$ cat src/rtl/nibble_deserializer_pkg.sv
// Shared state encodings and width constants for the nibble deserializer.
package nibble_deserializer_pkg;

  localparam int NIB_W = 4;

  typedef enum logic [1:0] {
    IDLE  = 2'd0,
    SHIFT = 2'd1,
    PAR   = 2'd2,
    FULL  = 2'd3
  } state_e;

  // Even parity over four data bits plus the parity bit.
  function automatic logic even_parity_ok(input logic [NIB_W-1:0] nib, input logic par);
    return ~(^{nib, par});
  endfunction

endpackage

$ cat src/rtl/nibble_deserializer_two_bit_counter.sv
// Two-bit accepted-bit counter; wraps 3 -> 0 on increment.
module two_bit_counter (
  input  logic       clk,
  input  logic       rst,
  input  logic       inc,
  output logic [1:0] cnt
);

  logic [1:0] cnt_q;

  always_ff @(posedge clk or negedge rst) begin
    if (!rst) begin
      cnt_q <= 2'd0;
    end else if (inc) begin
      cnt_q <= cnt_q + 2'd1;
    end
  end

  assign cnt = cnt_q;

endmodule

$ cat src/rtl/nibble_deserializer.sv
// Serial-to-nibble deserializer with valid/ready on both sides.
// Optional trailing even-parity bit per nibble when NIBBLE_PARITY_CHECK_EN is defined.
//
// state | meaning
// IDLE  | no data bits held
// SHIFT | 1-3 data bits held
// PAR   | 4 data bits held, waiting for parity bit (parity build only)
// FULL  | nibble complete, out_valid high
module nibble_deserializer
  import nibble_deserializer_pkg::*;
#(
  parameter bit MSB_FIRST = 1'b1
) (
  input  logic             clk,
  input  logic             rst,
  input  logic             ser_in,
  input  logic             ser_valid,
  output logic             ser_ready,
  output logic [NIB_W-1:0] out,
  output logic             out_valid,
  input  logic             out_ready,
  output logic             par_err
);

  state_e           state_q, state_d;
  logic [NIB_W-1:0] out_q, out_d;
  logic             out_valid_q, out_valid_d;
  logic             armed_q;
  logic [1:0]       cnt;
  logic [1:0]       bit_idx;
  logic             accept;
  logic             xfer;
  logic             data_acc;

  // Ready is held low until the first edge after reset release.
  assign ser_ready = armed_q & ((state_q != FULL) | out_ready);
  assign accept    = ser_valid & ser_ready;
  assign xfer      = out_valid_q & out_ready;
  assign data_acc  = accept & (state_q != PAR);
  assign bit_idx   = MSB_FIRST ? (2'd3 - cnt) : cnt;

  two_bit_counter u_cnt (
    .clk (clk),
    .rst (rst),
    .inc (data_acc),
    .cnt (cnt)
  );

`ifdef NIBBLE_PARITY_CHECK_EN
  logic par_err_q, par_err_d;
  logic par_ok;

  assign par_ok = even_parity_ok(out_q, ser_in);
`endif

  always_comb begin
    state_d = state_q;
`ifdef NIBBLE_PARITY_CHECK_EN
    par_err_d = 1'b0;
`endif
    case (state_q)
      IDLE:  if (accept) state_d = SHIFT;
      SHIFT: begin
        if (accept && (cnt == 2'd3)) begin
`ifdef NIBBLE_PARITY_CHECK_EN
          state_d = PAR;
`else
          state_d = FULL;
`endif
        end
      end
`ifdef NIBBLE_PARITY_CHECK_EN
      PAR: begin
        if (accept) begin
          state_d   = par_ok ? FULL : IDLE;
          par_err_d = ~par_ok;
        end
      end
`endif
      FULL:  if (xfer) state_d = accept ? SHIFT : IDLE;
      default: state_d = IDLE;
    endcase
  end

  always_comb begin
    out_d = out_q;
    if (data_acc) out_d[bit_idx] = ser_in;
  end

  assign out_valid_d = (state_d == FULL);

  always_ff @(posedge clk or negedge rst) begin
    if (!rst) begin
      state_q     <= IDLE;
      out_q       <= '0;
      out_valid_q <= 1'b0;
      armed_q     <= 1'b0;
    end else begin
      state_q     <= state_d;
      out_q       <= out_d;
      out_valid_q <= out_valid_d;
      armed_q     <= 1'b1;
    end
  end

`ifdef NIBBLE_PARITY_CHECK_EN
  always_ff @(posedge clk or negedge rst) begin
    if (!rst) begin
      par_err_q <= 1'b0;
    end else begin
      par_err_q <= par_err_d;
    end
  end

  assign par_err = par_err_q;
`else
  assign par_err = 1'b0;
`endif

  assign out       = out_q;
  assign out_valid = out_valid_q;

endmodule

$ cat config.mk
export PLATFORM = sky130hd
export DESIGN_NAME = nibble_deserializer
export DESIGN_NICKNAME = d
export VERILOG_FILES = /design/src/rtl/nibble_deserializer_pkg.sv /design/src/rtl/nibble_deserializer_two_bit_counter.sv /design/src/rtl/nibble_deserializer.sv
export SDC_FILE = /design/constraint.sdc
export NUM_CORES = 1
export LEC_CHECK = 0
export ABC_AREA = 1
export CAP_MARGIN = 40
export CORE_AREA = 4 4 41 43
export CTS_CLUSTER_SIZE = 24
export DETAILED_ROUTE_END_ITERATION = 6
export DIE_AREA = 0 0 45 47
export GPL_TIMING_DRIVEN = 0
export PLACE_DENSITY = 0.66
export SYNTH_ARGS = -nofsm -noshare
export SYNTH_HDL_FRONTEND = slang
export SYNTH_SLANG_ARGS = --single-unit
$ cat constraint.sdc
create_clock -name clk -period 2.05 [get_ports clk]
set_clock_uncertainty 0.1 [all_clocks]
set_input_delay 0.3075 -clock clk [delete_from_list [all_inputs] [get_ports clk]]
set_output_delay 0.3075 -clock clk [all_outputs]
set_load 0.01 [all_outputs]
==> impl_metrics.yaml <==
die:
  boundaryPins: 12
  fp-row-count: 13
  core_area_um2: 1300
  initial_core_util_pct: 40.7
  die_w_um: 45
  fp.dieH_um: 47
  dieArea_um2: 2120
clock_tree:
  cts.htree.levels: 1
  cts_max_path_buffers: 2
  clk_latency_ns: 0.27
  clkTransAtPathRegs_ns: 0.07
  tritoncts: "built"
  cts_made_buffers: 3
  cts_root_buf: "clkbuf_4"
  clock_sinks: 10
timing:
  hold_viol_final: 0
  finalSetupViolCount: 0
  rsz0062_at_grt: "false"
  period_share_pct: 89.8
  maxSlewViolCount: 0
  fmax_mhz: 543
  period_needed_ns: 1.84
  hold_slack_ns: 0.247
power_and_ir_drop:
  peakVddDrop_mv: 0.541
  leakage_nw: 0.329
  powerDensity_nw_per_um2: 1240
global_routing:
  grt_max_degree: 11
  antenna_found_initial: 0
  grt_pass1_wl_um: 1770
  first_global_vias: 423
  grt-ovfl-total: 0
  grt_use_total_pct: 11.9
setup_path:
  crit_family: "buffers and inverters"
  worst_path_largest_cell_delay_ns: 0.51
  arrival_ns: 1.43
  ff2ff_path_depth: 7
  endpoint_kind: "primary output"
  worst_ep_required_time_ns: 1.64
  worst-path-buf-inv: 3
  crit_type: "primary input to primary output"
  crit_cells: 5
  startpoint_type: "primary input"
  cp_max_fo: 10
  crit_chain: "clkdlybuf4s50_1 -> nor2_2 -> nor2_2 -> buf_6 -> dlygate4sd2_1"
  crit_top_cell: "nor2_2"
  slowest_stage: "clkdlybuf4s50_1"
synthesis:
  ys_types: 14
  synthesis.nets: 69
  synth.largest_area_cell: "dfrtp_1"
  synth.ff_latch_count: 10
  syn_area_um2: 529
  post_synth.cell_area_avg_um2: 8.82
  syn_inst: 60
  synth_top_area_share_pct: 47.3
  ys_warn_count: 0
  synth_top_cells_by_area: "dfrtp_1, ha_1, nand2_1"
  ys_seq_area_share_pct: 47.3
min_path:
  hp-class: "primary input to async pin"
detailed_routing:
  vias: 454
  viasPerCell: 5.04
  detailedRoute.firstIterationViolations: 6
  drc_errors: 0
  ant_nets: 0
  first_pass_iters: 4
  wl_per_cell_um: 11.3
  routed_wirelength_um: 1010
placed_design:
  hpwl_um: 773
  gp_congestion: 0.728
  io_buffers: 10
final_layout:
  drive_above_1_share_pct: 14.7
  fin_nets: 85
  regArea_um2: 250
  num-fill-cells: 129
  synthToLayoutAreaGrowth_pct: 30.5
  antenna-diode-count: 0
  multiInputGateArea_um2: 241
  utilization_pct: 53.1
run:
  cap_violations: 0
status:
  status: "finished, final reports clean"
## cell families after synthesis
logic type	count (synthesis)	synth area share, %
adder cells (fa/ha/maj)	4	9.46
flip-flops	10	47.3
buffers and inverters	7	7.09
other	2	1.42
AND/OR/NAND/NOR	29	27.2
AO/OA/AOI/OAI	8	7.57
## worst register-to-register path, delay by kind of cell, from the launching register on
family | cells | cell delay (ns)
and+or+nand+nor | 6 | 0.45
DFF | 1 | 0.43
buffers and inverters | 1 | 0.15
## Yosys cell counts
library cell and number:
nand3_1 8, o21ai_0 8, nand2_2 1, nor2_1 1, dfrtp_1 10, buf_4 1, nand4_1 4, ha_1 4
nand2_1 12, inv_1 5, nor2_4 1, conb_1 2, buf_6 1, nor2_2 2
## registers in the layout (all words and copies together), names as in the netlist
name,flops
armed_q,1
out,4
out_valid,1
state_q,2
u_cnt.cnt,2
## worst paths after layout
path	startpoint	slack (ns)	end
setup / recovery	out_ready	0.21	ser_ready
hold / removal	rst	0.25	armed_q
setup reg to reg	state_q[0]	0.80	out[2]
hold reg to reg	out[2]	0.37	out[2]
max in group asynchronous	rst	1.30	out[2]
min in group clk	out[2]	0.37	out[2]
## layout make-up
cell class | instances | area share [%]
inverter | 5 | 2.72
clock buffer | 4 | 5.25
timing repair buffer | 11 | 15.4
multi-input combinational | 43 | 35.0
tap | 15 | 2.72
buffer | 2 | 2.72
sequential | 10 | 36.2
## cells in the final DEF (no fill, tap or decap), types with 2 or more instances in the layout
cell / instances
clkdlybuf4s50_1: 9
nand4_1: 4
o21ai_0: 8
clkbuf_4: 3
inv_1: 5
conb_1: 2
dfrtp_1: 10
nor2_2: 2
buf_4: 2
nand3_1: 8
ha_1: 4
nand2_1: 12
## routing by layer
layer | part of all wire [%] | routed length [um] | GRT usage, %
met1 | 46 | 471 | 14.1
met2 | 49 | 498 | 18.4
met3 | 2.6 | 26 | 4.60
met4 | 1.8 | 18 | 7.02
met5 | 0 | 0 | 0
## what timing repair did
action	in CTS	in global routing
resized for setup	1	0
hold buffers	0	0
setup endpoints to repair	1	0
setup buffers	1	0
## where the power goes
group          switching [mW]  internal [mW]
logic                   0.173          0.168
registers              0.0553          0.274
clock network          0.0748          0.108
## metrics by stage
step	setup slack, ns	TNS, ns	std cells	power [mW]	instance area (um^2)
final	0.210	0	90	0.854	691
after detailed placement	-0.0703	-0.0703	85	0.675	648
after floorplan	0.861	0	60	0.517	529
after global routing	0.148	0	90	0.918	691
after CTS	0.209	0	90	0.863	691
after global placement	-0.0720	-0.0720	85	0.662	648
No activity file was read; power rests on OpenSTA's default activity.
